### src/rtl/seq_exec_unit_pkg.sv
// exec_pkg: op codes, FSM states, shift directions and width defaults
// shared by seq_exec_unit and serial_shifter.
package exec_pkg;

  localparam int unsigned XLEN_DEFAULT = 32;

  typedef enum logic [3:0] {
    OP_ADD  = 4'h0,
    OP_SUB  = 4'h1,
    OP_AND  = 4'h2,
    OP_OR   = 4'h3,
    OP_XOR  = 4'h4,
    OP_SLT  = 4'h5,
    OP_SLTU = 4'h6,
    OP_SLL  = 4'h7,
    OP_SRL  = 4'h8,
    OP_SRA  = 4'h9,
    OP_MUL  = 4'hA
  } op_e;

  typedef enum logic [1:0] {
    IDLE  = 2'd0,
    SHIFT = 2'd1,
    MUL   = 2'd2,
    DONE  = 2'd3
  } state_e;

  typedef enum logic [1:0] {
    SH_LL = 2'd0,
    SH_RL = 2'd1,
    SH_RA = 2'd2
  } shdir_e;

  function automatic logic op_is_shift(input logic [3:0] op);
    return (op == OP_SLL) || (op == OP_SRL) || (op == OP_SRA);
  endfunction

  function automatic shdir_e op_shift_dir(input logic [3:0] op);
    shdir_e d;
    d = SH_LL;
    if (op == OP_SRL) d = SH_RL;
    else if (op == OP_SRA) d = SH_RA;
    return d;
  endfunction

endpackage

### src/rtl/seq_exec_unit_serial_shifter.sv
// serial_shifter: iterative shifter, SHIFT_STEP bits per clock.
// i_start latches data/amount/direction; o_done is high in the cycle whose
// closing edge performs the last step, with o_result holding that step's value.
module serial_shifter
  import exec_pkg::*;
#(
  parameter int unsigned XLEN       = XLEN_DEFAULT,
  parameter int unsigned SHIFT_STEP = 1
) (
  input  logic                    clk,
  input  logic                    rst_n,
  input  logic                    i_start,
  input  shdir_e                  i_dir,
  input  logic [XLEN-1:0]         i_data,
  input  logic [$clog2(XLEN)-1:0] i_amt,
  output logic                    o_busy,
  output logic                    o_done,
  output logic [XLEN-1:0]         o_result
);

  localparam int unsigned CW     = $clog2(XLEN) + 1;
  localparam logic [CW-1:0] STEP_C = CW'(SHIFT_STEP);

  logic [XLEN-1:0] r_data;
  logic [CW-1:0]   r_rem;
  shdir_e          r_dir;
  logic            r_busy;

  logic [CW-1:0]   w_step;
  logic [XLEN-1:0] w_next;

  // Step by SHIFT_STEP until fewer bits remain, then by the remainder.
  always_comb begin
    w_step = STEP_C;
    w_next = r_data;
    if (r_rem < STEP_C) w_step = r_rem;
    case (r_dir)
      SH_LL:   w_next = r_data << w_step;
      SH_RL:   w_next = r_data >> w_step;
      SH_RA:   w_next = $unsigned($signed(r_data) >>> w_step);
      default: w_next = r_data;
    endcase
  end

  // Datapath and remaining-count registers.
  always_ff @(posedge clk or negedge rst_n) begin
    if (!rst_n) begin
      r_data <= '0;
      r_rem  <= '0;
      r_dir  <= SH_LL;
      r_busy <= 1'b0;
    end else if (i_start) begin
      r_data <= i_data;
      r_rem  <= {1'b0, i_amt};
      r_dir  <= i_dir;
      r_busy <= (i_amt != '0);
    end else if (r_busy) begin
      r_data <= w_next;
      r_rem  <= r_rem - w_step;
      if (r_rem == w_step) r_busy <= 1'b0;
    end
  end

  assign o_busy   = r_busy;
  assign o_done   = r_busy && (r_rem <= STEP_C);
  assign o_result = w_next;

endmodule

### src/rtl/seq_exec_unit.sv
// seq_exec_unit: multi-cycle integer execute unit (responder side of the
// operand handshake). Logic/compare ops finish in one cycle, shifts run
// through serial_shifter. Optional macro SEQ_EXEC_UNIT_MUL_EN adds a
// radix-2 shift-add MUL (op 4'hA) with a fixed XLEN-cycle latency.
module seq_exec_unit
  import exec_pkg::*;
#(
  parameter int unsigned XLEN       = XLEN_DEFAULT,
  parameter int unsigned SHIFT_STEP = 1
) (
  input  logic            clk,
  input  logic            rst,
  input  logic [XLEN-1:0] a_in,
  input  logic [XLEN-1:0] b_in,
  input  logic [3:0]      op_in,
  input  logic            in_valid,
  output logic            in_ready,
  output logic [XLEN-1:0] out,
  output logic            out_valid
);

  localparam int unsigned SW = $clog2(XLEN);

  state_e          r_state;
  logic [XLEN-1:0] r_out;
  logic            r_out_valid;

  logic            w_accept;
  logic            w_is_shift;
  logic            w_shift_start;
  logic [SW-1:0]   w_amt;
  shdir_e          w_dir;
  logic [XLEN-1:0] w_alu;
  logic            w_sh_busy;
  logic            w_sh_done;
  logic [XLEN-1:0] w_sh_result;

`ifdef SEQ_EXEC_UNIT_MUL_EN
  logic [XLEN-1:0] r_mul_acc;
  logic [XLEN-1:0] r_mul_a;
  logic [XLEN-1:0] r_mul_b;
  logic [SW-1:0]   r_mul_cnt;
  logic [XLEN-1:0] w_mul_sum;
`endif

  assign in_ready      = (r_state == IDLE);
  assign w_accept      = in_valid && in_ready;
  assign w_amt         = b_in[SW-1:0];
  assign w_is_shift    = op_is_shift(op_in);
  assign w_dir         = op_shift_dir(op_in);
  assign w_shift_start = w_accept && w_is_shift && (w_amt != '0);

  // Single-cycle results; shifts land here only for a zero amount (out = a).
  always_comb begin
    w_alu = '0;
    case (op_in)
      OP_ADD:  w_alu = a_in + b_in;
      OP_SUB:  w_alu = a_in - b_in;
      OP_AND:  w_alu = a_in & b_in;
      OP_OR:   w_alu = a_in | b_in;
      OP_XOR:  w_alu = a_in ^ b_in;
      OP_SLT:  w_alu = {{(XLEN-1){1'b0}}, ($signed(a_in) < $signed(b_in))};
      OP_SLTU: w_alu = {{(XLEN-1){1'b0}}, (a_in < b_in)};
      OP_SLL,
      OP_SRL,
      OP_SRA:  w_alu = a_in;
      default: w_alu = '0;
    endcase
  end

  serial_shifter #(
    .XLEN       (XLEN),
    .SHIFT_STEP (SHIFT_STEP)
  ) u_shifter (
    .clk      (clk),
    .rst_n    (rst),
    .i_start  (w_shift_start),
    .i_dir    (w_dir),
    .i_data   (a_in),
    .i_amt    (w_amt),
    .o_busy   (w_sh_busy),
    .o_done   (w_sh_done),
    .o_result (w_sh_result)
  );

`ifdef SEQ_EXEC_UNIT_MUL_EN
  assign w_mul_sum = r_mul_acc + (r_mul_b[0] ? r_mul_a : '0);
`endif

  // Control FSM with registered result and one-cycle out_valid pulse.
  always_ff @(posedge clk or negedge rst) begin
    if (!rst) begin
      r_state     <= IDLE;
      r_out       <= '0;
      r_out_valid <= 1'b0;
`ifdef SEQ_EXEC_UNIT_MUL_EN
      r_mul_acc   <= '0;
      r_mul_a     <= '0;
      r_mul_b     <= '0;
      r_mul_cnt   <= '0;
`endif
    end else begin
      r_out_valid <= 1'b0;
      case (r_state)
        IDLE: begin
          if (in_valid) begin
            if (w_is_shift && (w_amt != '0)) begin
              r_state <= SHIFT;
`ifdef SEQ_EXEC_UNIT_MUL_EN
            end else if (op_in == OP_MUL) begin
              r_mul_acc <= '0;
              r_mul_a   <= a_in;
              r_mul_b   <= b_in;
              r_mul_cnt <= '0;
              r_state   <= MUL;
`endif
            end else begin
              r_out       <= w_alu;
              r_out_valid <= 1'b1;
              r_state     <= DONE;
            end
          end
        end
        SHIFT: begin
          if (!w_sh_busy) begin
            r_state <= IDLE;
          end else if (w_sh_done) begin
            r_out       <= w_sh_result;
            r_out_valid <= 1'b1;
            r_state     <= DONE;
          end
        end
        MUL: begin
`ifdef SEQ_EXEC_UNIT_MUL_EN
          r_mul_acc <= w_mul_sum;
          r_mul_a   <= r_mul_a << 1;
          r_mul_b   <= r_mul_b >> 1;
          r_mul_cnt <= r_mul_cnt + 1'b1;
          if (r_mul_cnt == SW'(XLEN-1)) begin
            r_out       <= w_mul_sum;
            r_out_valid <= 1'b1;
            r_state     <= DONE;
          end
`else
          r_state <= IDLE;
`endif
        end
        DONE:    r_state <= IDLE;
        default: r_state <= IDLE;
      endcase
    end
  end

  assign out       = r_out;
  assign out_valid = r_out_valid;

endmodule

### config.mk
export PLATFORM = sky130hd
export DESIGN_NAME = seq_exec_unit
export DESIGN_NICKNAME = d
export VERILOG_FILES = /design/src/rtl/seq_exec_unit_pkg.sv /design/src/rtl/seq_exec_unit_serial_shifter.sv /design/src/rtl/seq_exec_unit.sv
export SDC_FILE = /design/constraint.sdc
export NUM_CORES = 1
export LEC_CHECK = 0
export ABC_CLOCK_PERIOD_IN_PS = 6400
export CORE_ASPECT_RATIO = 0.5
export CORE_MARGIN = 10
export CORE_UTILIZATION = 67
export CTS_BUF_LIST = sky130_fd_sc_hd__clkbuf_2
export DETAILED_ROUTE_END_ITERATION = 6
export DONT_BUFFER_PORTS = 1
export PLACE_DENSITY = 0.83
export SETUP_SLACK_MARGIN = 0.02
export SYNTH_ARGS = -nofsm -noshare
export SYNTH_HDL_FRONTEND = slang
export SYNTH_SLANG_ARGS = --single-unit
### constraint.sdc
create_clock -name clk -period 6.4 [get_ports clk]
set_clock_uncertainty 0.15 [all_clocks]
set_input_delay 1.28 -clock clk [delete_from_list [all_inputs] [get_ports clk]]
set_output_delay 1.28 -clock clk [all_outputs]
set_load 0.03 [all_outputs]
==> impl_results.md <==
- Run status: complete, no violations
- TritonCTS Buffers: 9
- Synthesized area per cell: 7.40 µm²
- Per-cell via count in the routed design: 7.59
- Antenna violations before repair: 2
- Worst setup path category: in2reg
- Fraction of layout cells with a size suffix above 1: 0.0654
- Start point of the critical path: a_in[0]
- Maximum fanout along the worst path: 4
- Final clock period utilization by the worst path: 0.683
- Max-Cap Viols: 0
- First-pass GRT wire length: 60700 µm
- Setup tns final: 0 ns
- Detailed-route DRC error count: 0
- Number of placement rows: 31
- Floorplan core area: 14400 µm²
- Aggregate global routing overflow: 0
- Total number of nets in the final design: 1453
- Max Clk Rate: 0.229 GHz
- Filler cell count in the final layout: 1256
- Top-level port count: 105
- Capture instance of the worst register-to-register path: out[28]
- Register bit total from synthesis: 76
- Area after DPL: 9880 µm²
- Core occupancy in the finished layout: 0.693
- Height of the die: 106 µm
- Vias after detailed routing: 11.2k
- Synth Net Count: 1517
- Clock tree root buffer cell: sky130_fd_sc_hd__clkbuf_2
- Top FF cell, synth: sky130_fd_sc_hd__dfrtp_1
- Die outline area: 20200 µm²
- Area growth from synthesis to layout: 1.68%
- Synthesis Warnings: 0
- Clock tree sinks: 76
- Critical Path Sink: out[30]
- Cell breakdown of the critical path: ha_1, inv_1, fa_1, nor2b_1, o211ai_1, a21oi_1, o211ai_1, a2111oi_0, a21oi_1, o21a_1, o21ai_1, a21oi_1
- GRT Resource Usage Total: 0.379
- Slack of the worst reg-to-reg path: 2.39 ns
- CTS tree: built
- Maximum buffer depth of the clock tree: 2
- Critical path required time: 6.76 ns
- CTS clock-pin slew for the worst setup and hold paths: 0.36 ns
- Die Wd: 191 µm
- Unique masters post-synth: 83
- Setup-failing EPs final: 0
- Static leakage: 4.26 nW
- Data arrival time of the worst path: 4.73 ns
- Highest cell delay on the worst timing path: 1.10 ns
- Share of synthesized registers carrying an async set or reset: 1.00
- Initial DRC Count: 1938
- First-pass DRT Iterations: 6
- CTS-repair resized insts: 0
- Via count of the first global-routing pass: 10.3k
- Pre-CTS worst setup slack: 1.67 ns
- Routed Antenna Nets: 0
- Post-CTS setup buffers: 0
- Pin slew with the least headroom to its limit: 1.22 ns
- Peak VDD IR: 0.186 mV
- Starting density of the core: 0.681
- Worst R2R Path Depth: 9
- Clock latency reported for the late side of the worst-skew pair: 0.66 ns
- Number of hold buffers added after cts: 0
- Portion of the post-synthesis area used by sequential elements: 0.193
- Unrepaired setup endpoints after global routing: false
- Weighted congestion at the end of routability-driven global placement: 1.06
- Smallest setup slack after layout: 2.03 ns
- Nature of the critical path endpoint: register
- Total power divided by cell area: 384 nW/µm²
- Crit path launch type: primary input
- Max H-tree Level: 3
- Cell area after synthesis: 9830 µm²
- Slew Viols, Final: 0
- Clock period minus worst slack: 4.37 ns
- DP HPWL: 29300 µm
- Number of synthesized flops with an enable pin: 0
- Post-Synthesis Cells: 1329
- Final number of hold-violating endpoints: 0
- Final instance area: 9990 µm²
- Maximum number of pins on one net before global-route repair: 77
- Max-slew headroom: 0.168
- Most used cell, CP: sky130_fd_sc_hd__a21oi_1
- Critical-path top delay cell: sky130_fd_sc_hd__a2111oi_0
- Path type of the worst min-delay path: in2async
- Average wire length per cell after detail routing: 27.1 µm
- Start of the worst register-to-register path: u_shifter.o_busy
- Sum of routed wire length over all layers: 39800 µm
- Port Buffers: 0
-- stage by stage --
step                      total power [mW]  std cells  hold WS, ns
after CTS                             3.69       1468        0.110
after detailed placement              3.40       1452        0.338
final                                 3.84       1469       0.0794
after floorplan                       2.75       1329        0.290
after global routing                  4.03       1469       0.0702
after global placement                3.31       1452        0.306
-- cell type report --
cell class / instances / area [µm²] / area share
clock inverters: 7 / 65.1 / 0.00651
multi-input cells: 1056 / 7200 / 0.720
flip-flops and latches: 76 / 1900 / 0.190
diodes: 1 / 2.50 / 0.000250
inverters: 102 / 383 / 0.0383
well taps: 198 / 248 / 0.0248
clock buffers: 9 / 45.0 / 0.00451
repair buffers: 20 / 150 / 0.0150
-- power by group --
part           total [mW]  leakage (nW)  switching [mW]  internal (mW)
sequential           1.28         0.899           0.560          0.723
clock               0.305        0.0669           0.243         0.0617
combinational        2.25          3.30            1.42          0.833
total                3.84          4.26            2.22           1.62
-- worst max-delay path: cells and delay by family --
family,cells,cell delay (ns)
buf+inv,1,0.07
simple gates,1,0.22
fa+ha+maj,2,0.59
compound gates,8,2.55
-- metal layers --
layer,part of all wire,routed length (µm),global-route usage,vias up
li1,-,-,-,4766
met1,0.40,15800,0.525,5182
met2,0.38,15300,0.503,1020
met3,0.18,7350,0.175,187
met4,0.036,1450,0.126,2
met5,0.00018,7,0,-
-- flip-flops by register name, indices dropped and copies added (netlist names) --
register	count
out	32
out_valid	1
r_state	2
u_shifter.o_busy	1
u_shifter.r_data	32
u_shifter.r_dir	2
u_shifter.r_rem	6
-- cells by family after synthesis --
kind of cell / count (synthesis) / share of synthesized area
AO/OA/AOI/OAI: 513 / 0.347
AND/OR/NAND/NOR: 365 / 0.169
buffers and inverters: 197 / 0.0769
adder cells (fa/ha/maj): 117 / 0.150
flip-flops: 76 / 0.193
multiplexers: 41 / 0.0448
XOR/XNOR: 20 / 0.0178
-- placed cells by master (no fill, tap or decap), types with 12 or more instances in the layout --
| master | n |
|---|---|
| sky130_fd_sc_hd__nor2_1 | 121 |
| sky130_fd_sc_hd__buf_4 | 20 |
| sky130_fd_sc_hd__o21ai_0 | 79 |
| sky130_fd_sc_hd__nor3_1 | 29 |
| sky130_fd_sc_hd__a22oi_1 | 22 |
| sky130_fd_sc_hd__dfrtp_1 | 76 |
| sky130_fd_sc_hd__o22ai_1 | 38 |
| sky130_fd_sc_hd__o221ai_1 | 31 |
| sky130_fd_sc_hd__nand2_1 | 108 |
| sky130_fd_sc_hd__a211oi_1 | 36 |
| sky130_fd_sc_hd__nor2b_1 | 13 |
| sky130_fd_sc_hd__nand2b_1 | 13 |
| sky130_fd_sc_hd__nand3_1 | 18 |
| sky130_fd_sc_hd__ha_1 | 115 |
| sky130_fd_sc_hd__a21o_1 | 12 |
| sky130_fd_sc_hd__mux2_2 | 23 |
| sky130_fd_sc_hd__xnor2_1 | 16 |
| sky130_fd_sc_hd__mux2i_1 | 17 |
| sky130_fd_sc_hd__o211ai_1 | 18 |
| sky130_fd_sc_hd__o21ai_1 | 36 |
| sky130_fd_sc_hd__inv_1 | 95 |
| sky130_fd_sc_hd__nor4_1 | 12 |
| sky130_fd_sc_hd__a21oi_1 | 121 |
-- Yosys cell counts, types with 31 or more instances --
| cell | number | area (µm²) |
|---|---|---|
| sky130_fd_sc_hd__ha_1 | 115 | 1440 |
| sky130_fd_sc_hd__a21oi_1 | 121 | 606 |
| sky130_fd_sc_hd__clkbuf_1 | 75 | 282 |
| sky130_fd_sc_hd__nand2_1 | 108 | 405 |
| sky130_fd_sc_hd__dfrtp_1 | 76 | 1900 |
| sky130_fd_sc_hd__a211oi_1 | 36 | 270 |
| sky130_fd_sc_hd__nor3_1 | 31 | 155 |
| sky130_fd_sc_hd__o21ai_0 | 79 | 395 |
| sky130_fd_sc_hd__nor2_1 | 122 | 458 |
| sky130_fd_sc_hd__o22ai_1 | 38 | 238 |
| sky130_fd_sc_hd__inv_1 | 95 | 357 |
| sky130_fd_sc_hd__o221ai_1 | 31 | 272 |
| sky130_fd_sc_hd__o21ai_1 | 36 | 180 |
-- how the worst min path moves through the flow --
| stage | start | cells past startpoint | endpoint | slack [ns] |
|---|---|---|---|---|
| CTS | rst | 0 | u_shifter.r_rem[5] | 0.11 |
| global route | rst | 0 | u_shifter.r_rem[3] | 0.07 |
| global placement | r_state[1] | 1 | r_state[0] | 0.31 |
| floorplan | r_state[1] | 1 | r_state[0] | 0.29 |
| finish | rst | 0 | u_shifter.r_rem[2] | 0.08 |
| detailed placement | r_state[1] | 1 | r_state[0] | 0.34 |
Power figures use the tool's default switching activity.
